$ cat src/rtl/spi_pkg.sv
// Shared definitions for the SPI register-write controller: FSM states, frame
// geometry and the peripheral's register map.
package spi_pkg;

    localparam int FRAME_W = 16;
    localparam int ADDR_W  = 7;
    localparam int DATA_W  = 8;
    localparam int RW_BIT  = 15;

    localparam logic [ADDR_W-1:0] EN_OUT_7_0         = 7'h00;
    localparam logic [ADDR_W-1:0] EN_OUT_15_8        = 7'h01;
    localparam logic [ADDR_W-1:0] EN_PWM_MODE_7_0    = 7'h02;
    localparam logic [ADDR_W-1:0] EN_PWM_MODE_15_8   = 7'h03;
    localparam logic [ADDR_W-1:0] PWM_DUTY_CYCLE_7_0 = 7'h04;

    typedef enum logic [2:0] {
        ST_IDLE,
        ST_SETUP,
        ST_SHIFT,
        ST_HOLD,
        ST_GAP
    } state_e;

    function automatic logic [FRAME_W-1:0] build_frame(
        input logic              rw,
        input logic [ADDR_W-1:0] addr,
        input logic [DATA_W-1:0] wdata
    );
        logic [FRAME_W-1:0] f;
        f         = {1'b0, addr, wdata};
        f[RW_BIT] = rw;
        return f;
    endfunction

endpackage

$ cat src/rtl/spi_controller_if.sv
// Host request/response and SPI pin bundle for spi_controller.
// master = controller view, slave = host/peripheral view.
interface spi_controller_if;
    import spi_pkg::*;

    logic              start;
    logic              rw;
    logic [ADDR_W-1:0] addr;
    logic [DATA_W-1:0] wdata;
    logic              busy;
    logic              done;
    logic [DATA_W-1:0] rdata;
    logic              SCLK;
    logic              nCS;
    logic              COPI;
    logic              CIPO;

    modport master (
        input  start, rw, addr, wdata, CIPO,
        output busy, done, rdata, SCLK, nCS, COPI
    );

    modport slave (
        output start, rw, addr, wdata, CIPO,
        input  busy, done, rdata, SCLK, nCS, COPI
    );

endinterface

$ cat src/rtl/spi_sclk_div.sv
// Half-period timer: reloads to CLK_DIV-1 on load or terminal count and
// flags tc_o on the last cycle of every CLK_DIV-cycle period.
module spi_sclk_div #(
    parameter int CLK_DIV = 4
) (
    input  logic clk,
    input  logic rst_n,
    input  logic load_i,
    output logic tc_o
);

    localparam logic [7:0] RELOAD = 8'(CLK_DIV - 1);

    logic [7:0] cnt_q, cnt_d;

    always_comb begin
        cnt_d = cnt_q - 8'd1;
        if (load_i || cnt_q == 8'd0) begin
            cnt_d = RELOAD;
        end
    end

    always_ff @(posedge clk or negedge rst_n) begin
        if (!rst_n) begin
            cnt_q <= '0;
        end else begin
            cnt_q <= cnt_d;
        end
    end

    assign tc_o = (cnt_q == 8'd0);

endmodule

$ cat src/rtl/spi_controller.sv
// SPI mode-0 frame controller sending {rw, addr, wdata} MSB first.
// Define SPI_CONTROLLER_READ_EN to transmit rw as given and capture read data from CIPO.
module spi_controller
    import spi_pkg::*;
#(
    parameter int CLK_DIV = 4,
    parameter int CS_GAP  = 4
) (
    input logic              clk,
    input logic              rst_n,
    spi_controller_if.master bus
);

    localparam logic [7:0] GAP_LOAD = 8'(CS_GAP - 1);

    state_e             state_q, state_d;
    logic [FRAME_W-1:0] shreg_q, shreg_d;
    logic [3:0]         bit_cnt_q, bit_cnt_d;
    logic               sclk_q, sclk_d;
    logic [7:0]         gap_cnt_q, gap_cnt_d;
    logic               div_load;
    logic               div_tc;
    logic               sclk_rise;
    logic               frame_done;
    logic               accept;
    logic               tx_rw;

    spi_sclk_div #(.CLK_DIV(CLK_DIV)) u_div (
        .clk    (clk),
        .rst_n  (rst_n),
        .load_i (div_load),
        .tc_o   (div_tc)
    );

    assign accept = (state_q == ST_IDLE) && bus.start;

    always_comb begin
        state_d    = state_q;
        shreg_d    = shreg_q;
        bit_cnt_d  = bit_cnt_q;
        sclk_d     = sclk_q;
        gap_cnt_d  = gap_cnt_q;
        div_load   = 1'b0;
        sclk_rise  = 1'b0;
        frame_done = 1'b0;
        case (state_q)
            ST_IDLE: begin
                if (bus.start) begin
                    state_d   = ST_SETUP;
                    shreg_d   = build_frame(tx_rw, bus.addr, bus.wdata);
                    bit_cnt_d = '0;
                    div_load  = 1'b1;
                end
            end
            ST_SETUP: begin
                if (div_tc) begin
                    state_d   = ST_SHIFT;
                    sclk_d    = 1'b1;
                    sclk_rise = 1'b1;
                end
            end
            ST_SHIFT: begin
                // COPI advances only as SCLK falls; zeros shift in so the line idles low afterwards
                if (div_tc) begin
                    if (sclk_q) begin
                        sclk_d  = 1'b0;
                        shreg_d = {shreg_q[FRAME_W-2:0], 1'b0};
                    end else if (bit_cnt_q == 4'd15) begin
                        state_d = ST_HOLD;
                    end else begin
                        bit_cnt_d = bit_cnt_q + 4'd1;
                        sclk_d    = 1'b1;
                        sclk_rise = 1'b1;
                    end
                end
            end
            ST_HOLD: begin
                if (div_tc) begin
                    state_d   = ST_GAP;
                    gap_cnt_d = GAP_LOAD;
                end
            end
            ST_GAP: begin
                if (gap_cnt_q == 8'd0) begin
                    state_d    = ST_IDLE;
                    frame_done = 1'b1;
                end else begin
                    gap_cnt_d = gap_cnt_q - 8'd1;
                end
            end
            default: state_d = ST_IDLE;
        endcase
    end

    always_ff @(posedge clk or negedge rst_n) begin
        if (!rst_n) begin
            state_q   <= ST_IDLE;
            shreg_q   <= '0;
            bit_cnt_q <= '0;
            sclk_q    <= 1'b0;
            gap_cnt_q <= '0;
        end else begin
            state_q   <= state_d;
            shreg_q   <= shreg_d;
            bit_cnt_q <= bit_cnt_d;
            sclk_q    <= sclk_d;
            gap_cnt_q <= gap_cnt_d;
        end
    end

`ifdef SPI_CONTROLLER_READ_EN
    logic [DATA_W-1:0] rx_q, rx_d;
    logic [DATA_W-1:0] rdata_q, rdata_d;
    logic              rw_q, rw_d;

    assign tx_rw = bus.rw;

    // rdata updates as the gap begins so it is already valid while done pulses
    always_comb begin
        rx_d    = rx_q;
        rw_d    = rw_q;
        rdata_d = rdata_q;
        if (sclk_rise) begin
            rx_d = {rx_q[DATA_W-2:0], bus.CIPO};
        end
        if (accept) begin
            rw_d = bus.rw;
        end
        if (state_q == ST_HOLD && div_tc && !rw_q) begin
            rdata_d = rx_q;
        end
    end

    always_ff @(posedge clk or negedge rst_n) begin
        if (!rst_n) begin
            rx_q    <= '0;
            rw_q    <= 1'b0;
            rdata_q <= '0;
        end else begin
            rx_q    <= rx_d;
            rw_q    <= rw_d;
            rdata_q <= rdata_d;
        end
    end

    assign bus.rdata = rdata_q;
`else
    logic unused_sink;

    assign tx_rw       = 1'b1;
    assign bus.rdata   = '0;
    assign unused_sink = bus.rw ^ bus.CIPO ^ sclk_rise ^ accept;
`endif

    assign bus.busy = (state_q != ST_IDLE);
    assign bus.done = frame_done;
    assign bus.SCLK = sclk_q;
    assign bus.nCS  = ~((state_q == ST_SETUP) || (state_q == ST_SHIFT) || (state_q == ST_HOLD));
    assign bus.COPI = shreg_q[FRAME_W-1];

endmodule
$ cat src/flat_wrapper.sv
// flat-port wrapper written by rule: the top's interface ports become plain ports
module spi_controller_flat import spi_pkg::*;
#(
    parameter int CLK_DIV = 4,
    parameter int CS_GAP  = 4
)
  (clk, rst_n, bus_start, bus_rw, bus_addr, bus_wdata, bus_CIPO, bus_busy, bus_done, bus_rdata, bus_SCLK, bus_nCS, bus_COPI);
  spi_controller_if bus_i ();
  input logic clk;
  input logic rst_n;
  input wire logic [$bits(bus_i.start)-1:0] bus_start;
  input wire logic [$bits(bus_i.rw)-1:0] bus_rw;
  input wire logic [$bits(bus_i.addr)-1:0] bus_addr;
  input wire logic [$bits(bus_i.wdata)-1:0] bus_wdata;
  input wire logic [$bits(bus_i.CIPO)-1:0] bus_CIPO;
  output wire logic [$bits(bus_i.busy)-1:0] bus_busy;
  output wire logic [$bits(bus_i.done)-1:0] bus_done;
  output wire logic [$bits(bus_i.rdata)-1:0] bus_rdata;
  output wire logic [$bits(bus_i.SCLK)-1:0] bus_SCLK;
  output wire logic [$bits(bus_i.nCS)-1:0] bus_nCS;
  output wire logic [$bits(bus_i.COPI)-1:0] bus_COPI;
  assign bus_i.start = bus_start;
  assign bus_i.rw = bus_rw;
  assign bus_i.addr = bus_addr;
  assign bus_i.wdata = bus_wdata;
  assign bus_i.CIPO = bus_CIPO;
  assign bus_busy = bus_i.busy;
  assign bus_done = bus_i.done;
  assign bus_rdata = bus_i.rdata;
  assign bus_SCLK = bus_i.SCLK;
  assign bus_nCS = bus_i.nCS;
  assign bus_COPI = bus_i.COPI;
  spi_controller #(.CLK_DIV(CLK_DIV), .CS_GAP(CS_GAP)) u_core (.clk(clk), .rst_n(rst_n), .bus(bus_i));
endmodule
$ cat config.mk
export PLATFORM = sky130hd
export DESIGN_NAME = spi_controller_flat
export DESIGN_NICKNAME = d
export VERILOG_FILES = /design/src/rtl/spi_pkg.sv /design/src/rtl/spi_controller_if.sv /design/src/rtl/spi_sclk_div.sv /design/src/rtl/spi_controller.sv /design/src/flat_wrapper.sv
export SDC_FILE = /design/constraint.sdc
export NUM_CORES = 1
export LEC_CHECK = 0
export BUFFER_PORTS_ARGS = -buffer_cell sky130_fd_sc_hd__buf_2
export CORE_MARGIN = 2
export CORE_UTILIZATION = 40
export CTS_BUF_LIST = sky130_fd_sc_hd__clkbuf_8 sky130_fd_sc_hd__clkbuf_16
export CTS_CLUSTER_SIZE = 25
export DETAILED_ROUTE_END_ITERATION = 8
export GPL_ROUTABILITY_DRIVEN = 1
export SLEW_MARGIN = 40
export SYNTH_ARGS = -nofsm -noshare
export SYNTH_HDL_FRONTEND = slang
export SYNTH_SLANG_ARGS = --single-unit
export TNS_END_PERCENT = 10
$ cat constraint.sdc
create_clock -name clk -period 4.4 [get_ports clk]
set_input_delay 0.88 -clock clk [delete_from_list [all_inputs] [get_ports clk]]
set_output_delay 0.88 -clock clk [all_outputs]
set_load 0.05 [all_outputs]
# Word level (Yosys, flattened, before mapping)
# Index checks and enable logic that the tools add are counted.
dict set report classes {
  n_eq_ne 15
  mux 30
  n_bitwise 1
  n_reduce_logical 15
  n_addsub 3
}
# op n
set op_table {}
lappend op_table {{2-to-1 mux 16 bit} 3}
lappend op_table {{case mux 16 bit (2 select lines)} 1}
lappend op_table {{2-to-1 mux 8 bit} 3}
lappend op_table {{2-to-1 mux 3 bit} 7}
lappend op_table {{logical NOT 8 bit} 2}
lappend op_table {{2-to-1 mux 4 bit} 4}
lappend op_table {{case mux 8 bit (2 select lines)} 1}
lappend op_table {{subtractor 8 x 1 -> 8 bit (second input constant)} 2}
lappend op_table {{case mux 3 bit (5 select lines)} 1}
lappend op_table {{inequality test 2 x 1 -> 1 bit (second input constant)} 6}
lappend op_table {{2-to-1 mux 1 bit} 8}
lappend op_table {{inequality test 2 bit (second input constant)} 4}
lappend op_table {{case mux 4 bit (2 select lines)} 1}
lappend op_table {{AND reduction 7 bit} 1}
lappend op_table {{== test 3 x 2 -> 1 bit (second input constant)} 2}
lappend op_table {{AND reduction 3 bit} 2}
lappend op_table {{nonzero test 2 bit} 3}
lappend op_table {{AND reduction 5 bit} 1}
lappend op_table {{adder 4 x 1 -> 4 bit (second input constant)} 1}
lappend op_table {{== test 4 bit (second input constant)} 1}
lappend op_table {{AND reduction 4 bit} 1}
lappend op_table {{== test 3 x 1 -> 1 bit (second input constant)} 1}
lappend op_table {{== test 3 bit (second input constant)} 1}
lappend op_table {{logical NOT 3 bit} 1}
lappend op_table {{4 further kinds} 6}
dict set report totals {
  out_inout_bits 13
  input_bits 20
  register_bits 40
  word_cells 70
}

# Depth between registers and ports, before layout
dict set report logic_depth {
  word_depth 5
  ltp_mapped 7
  mapped_depth_nobuf 6
}

# Modules after synthesis
# A second synthesis with hierarchy kept.
dict set report hier_totals {
  hier_cells 215
  area_unflattened_um2 2115.8
}
# module area_per_inst_um2 cells_each instances
set modules_own_cells {}
lappend modules_own_cells {spi_controller 1696.6 174 1}
lappend modules_own_cells {spi_sclk_div 419.2 41 1}

# Worst setup path after synthesis
# Ideal clock, no wire load.
dict set report synth_path {
  path_type {flip-flop to output port}
  startpoint {register u_core.state_q[1]}
  endpoint {output bus_nCS}
  required_time_ns 3.520
  setup_slack_ns 1.733
  path_stages_with_launch 3
  arrival_time_ns 1.787
  path_cell_list {dfrtp_1 > buf_2 > o21ai_0}
}
dict set report synth_via {
  elab_chain_cells 4
  elab_cells_between_ends 6
  classes_between {eq/ne: 3; bitwise: 1; reduce/logical: 2}
}
# item line_no
set synth_lines {}
lappend synth_lines {{start, declared} spi_controller.sv:16} ;# state_e state_q, state_d;
lappend synth_lines {{start signal, assigned} spi_controller.sv:103} ;# state_q <= state_d;
lappend synth_lines {{== test 3 x 1 -> 1 bit or == test 3 x 2 -> 1 bit (tied branches)} spi_controller.sv:158} ;# assign bus.nCS = ~((state_q == ST_SETUP) || (state_q == ST_SHIFT) || (state_q == ST_HOLD));
lappend synth_lines {{logical OR 1 bit} spi_controller.sv:158}
lappend synth_lines {{logical OR 1 bit (*)} spi_controller.sv:158}
lappend synth_lines {{NOT 1 bit (*)} spi_controller.sv:158}
lappend synth_lines {{end, declared} flat_wrapper.sv:20} ;# output wire logic [$bits(bus_i.nCS)-1:0] bus_nCS;
# Every way passes the cells marked *; elsewhere a longest branch is shown, timed or not.

# Worst setup path in the final report
dict set report layout_path {
  startpoint {register u_core.state_q[1]}
  endpoint {register u_core.shreg_q[4]}
}
dict set report layout_via {
  elab_chain_cells 3
  elab_cells_between_ends 8
  classes_between {eq/ne: 4; mux: 1; reduce/logical: 3}
}
# item line_no
set layout_lines {}
lappend layout_lines {{== test 3 x 2 -> 1 bit or logical NOT 3 bit (tied branches)} n/a}
lappend layout_lines {{inequality test 2 x 1 -> 1 bit (no line), or another cell as far along} n/a}
lappend layout_lines {{AND reduction 4 bit (no line)} n/a}
lappend layout_lines {{end signal, assigned} spi_controller.sv:104} ;# shreg_q <= shreg_d;
lappend layout_lines {{end, declared} spi_controller.sv:17} ;# logic [FRAME_W-1:0] shreg_q, shreg_d;
# Several ways; a longest one is shown, not always the timed one.
# A chain may end at the register's enable or synchronous reset.

==> impl_summary.txt <==
----------------------------------------------------
[STA]
  Finish-stage setup viols ... 0
  RSZ-0062 raised after global routing ... false
  Aggregate negative setup slack ... 0 ns
  Clock skew after layout ... 0.00575 ns
  Final-report hold violation count ... 0
  Fmax ... 375 MHz
  Time the final worst path needs with I/O delays and setup ... 2.67 ns
  Final period util ... 60.6%
  Worst max-slew margin expressed relative to the limit ... 48.1%
  Number of max-slew violations in the final report ... 0
  Slew @ Worst Pin ... 0.777 ns
  Smallest hold slack ... 0.489 ns

[GRT]
  Global-route wire length before repair ... 7.56 mm
  Vias in the first global route ... 1697
  Pin count of the biggest net entering global routing ... 41
  Antenna violations before repair ... 0
  Overall routing resource usage ... 15.3%
  Met2 Track Usage GR ... 25.8%
  Most Crowded Layer GR ... met2
  Met3 global-route usage ... 3.96%
  Remaining global-route overflow ... 0
  Met1 capacity usage during global routing ... 18.4%

[Critical path]
  FF-to-FF setup slack ... 1.73 ns
  Startpoint type of the worst setup path ... register
  Launch point of the worst reg-to-reg path ... u_core.state_q[1]
  Crit path required time ... 4.58 ns
  Length in cells of the worst reg-to-reg path ... 4
  Worst endpoint data arrival time ... 2.84 ns
  Nature of the critical path endpoint ... register
  Peak fanout along the critical path ... 17
  Terminus of the critical flop-to-flop path ... u_core.shreg_q[4]
  Kind of critical path ... register to register

[Synthesis]
  Yosys warnings ... 0
  Post-synthesis sequential area ratio ... 44.1%
  Gate count of the mapped netlist ... 237
  Cell variety after synth ... 55
  Area leader, netlist ... dfrtp_1
  Netlist area before placement ... 2270 um2
  Cell types with the largest area share after synthesis ... dfrtp_1 (44%), nand2_1 (8.8%), mux2_1 (4.0%)
  Post-synthesis area per instance ... 9.59 um2
  Async SR Flop Fraction ... 100%
  Primary FF master, synth ... dfrtp_1
  Number of register bits inferred by synthesis ... 40
  Fraction of post-synthesis cell area in the top cell type by area ... 44.1%
  Post-synth EDFFs ... 0

[Power]
  Static Leak ... 1.13 nW
  Power density over the cells ... 593 nW/um2
  IR drop worst, VDD ... 258 uV

[Floorplan]
  Effective utilization at floorplan ... 41.3%
  Die area ... 6300 um2
  Number of rows created at floorplan ... 27
  # IOs ... 33
  Overall die height ... 79.4 um
  Die Width ... 79.4 um
  Placeable core region ... 5510 um2

[Finish]
  Final standard cell area without fillers ... 2490 um2
  Post-Route Utilization ... 45.3%
  Number of antenna diodes ... 0
  Area growth from synthesis to layout ... 9.80%
  Fraction of final layout cells sized beyond drive strength 1 ... 18.5%
  Cell Count, Final, Fillers Out ... 331
  Fin nets ... 283
  FF/Latch Area ... 1000 um2
  Area used by multi-input combinational logic ... 1150 um2
  Fillers ... 537

[Min path]
  Hold_sp ... u_core.shreg_q[11]
  Worst Hold Class ... register to register
  Hold Path Sink ... u_core.shreg_q[11]
  Hold Crit Depth ... 1

[Flow run]
  Max-cap viol count ... 0

[CTS]
  Total number of H-tree levels ... 2
  Clock insertion delay at the later pin of the skew report ... 0.29 ns
  Post-CTS Hold Buffers ... 0
  Clk root buf ... clkbuf_8
  CTS max path bufs ... 2
  Post-CTS setup repair buffer count ... 0
  TritonCTS clock tree ... yes
  TritonCTS sink count ... 40
  Worst-path clk slew ... 0.08 ns
  Number of cells upsized or downsized after cts ... 0
  Number of clock buffers inserted by TritonCTS ... 5

[Detailed routing]
  Average wire length per cell after detail routing ... 13.1 um
  DRC violation count after routing ... 0
  Via density ... 5.20
  Initial DRT Pass Iterations ... 4
  Via count ... 1722
  ANT nets after route ... 0
  Detailed router's first-iteration violation count ... 62
  DRT Wirelength ... 4.33 mm

[Place]
  Post-Place Cell Area ... 2400 um2
  Number of port buffers ... 22
  DPL Wire Length ... 3.12 mm
  Routability Congestion ... 0.832
  DP Cell Count ... 323

[Status]
  Outcome ... finished, final reports clean

----------------------------------------------------
worst max-delay path by stage:
stage	start	end	slack, ns	cells after the start
after detailed placement	u_core.state_q[1]	u_core.shreg_q[14]	1.66	4
after floorplan	u_core.state_q[1]	bus_nCS	1.73	2
final	u_core.state_q[1]	u_core.shreg_q[4]	1.73	4
after CTS	u_core.state_q[1]	u_core.shreg_q[5]	1.67	4
after global placement	u_core.state_q[1]	u_core.shreg_q[14]	1.72	4
after global routing	u_core.state_q[1]	u_core.shreg_q[1]	1.51	4
power by group:
group	total (mW)	internal, mW	switching, mW
sequential	0.674	0.519	0.155
clock	0.247	0.125	0.122
combinational	0.558	0.238	0.320
total	1.48	0.882	0.597
final cells by class:
cell class                 instances  share of cell area (%)
timing repair buffer              22                    4.51
clock buffer                       6                    3.31
sequential                        40                    40.1
clock inverter                     2                   0.401
inverter                          12                    1.81
tap                               72                    3.61
multi-input combinational        177                    46.2
worst max-delay path, stage by stage, from the launching register on:
cell	delay (ns)
dfrtp_1	0.60
nor3b_4	0.74
a31oi_2	0.30
a21oi_4	0.52
mux2_2	0.40
sequential cells by signal, indices dropped and copies added, names as in the netlist:
register	count
u_core.state_q	3
u_core.bus.SCLK	1
u_core.bit_cnt_q	4
u_core.gap_cnt_q	8
u_core.u_div.cnt_q	8
u_core.shreg_q	16
placed cells by master (no fill, tap or decap), types with 6 or more instances in the layout:
cell | netlist | routed
o21ai_0 | 6 | 6
conb_1 | 1 | 8
mux2_1 | 8 | 8
dfrtp_1 | 40 | 40
nor2_1 | 18 | 18
clkbuf_8 | 0 | 6
mux2_2 | 7 | 7
nand2_1 | 53 | 53
buf_2 | 4 | 21
a21oi_1 | 6 | 6
inv_1 | 12 | 12
cell usage after synthesis (all sizes together), types with 3 or more instances:
| library cell | number |
|---|---|
| mux2 | 15 |
| o311a | 3 |
| dfrtp | 40 |
| nand3 | 3 |
| nand2 | 53 |
| a21oi | 7 |
| a31oi | 5 |
| nor4 | 5 |
| nor3 | 5 |
| ha | 5 |
| xnor2 | 4 |
| inv | 12 |
| o21ai | 6 |
| nor3b | 4 |
| or4 | 4 |
| buf | 14 |
| nor2 | 19 |
cell families (layout without fill, tap and decap cells):
family / after synthesis / after routing / synth area share, %
DFF: 40 / 40 / 44.1
AOI/OAI and AO/OA: 38 / 38 / 13.6
buffers and inverters: 27 / 42 / 6.33
and+or+nand+nor: 103 / 103 / 22.5
other: 1 / 8 / 0.165
adders and majority gates: 5 / 5 / 2.75
muxes: 17 / 17 / 8.32
xor gates and xnor gates: 6 / 6 / 2.31
metrics by stage:
stage / setup slack (ns) / power [mW]
floorplan: 1.73 / 1.12
global placement: 1.72 / 1.22
detailed placement: 1.66 / 1.24
CTS: 1.67 / 1.50
global route: 1.51 / 1.61
finish: 1.73 / 1.48
per-layer routing:
metal	vias to the layer above	share of wire, %
met2	35	48
met1	823	46
met3	7	4.3
met4	0	1.4
li1	857	-
met5	-	0
Power figures use the tool's default switching activity.
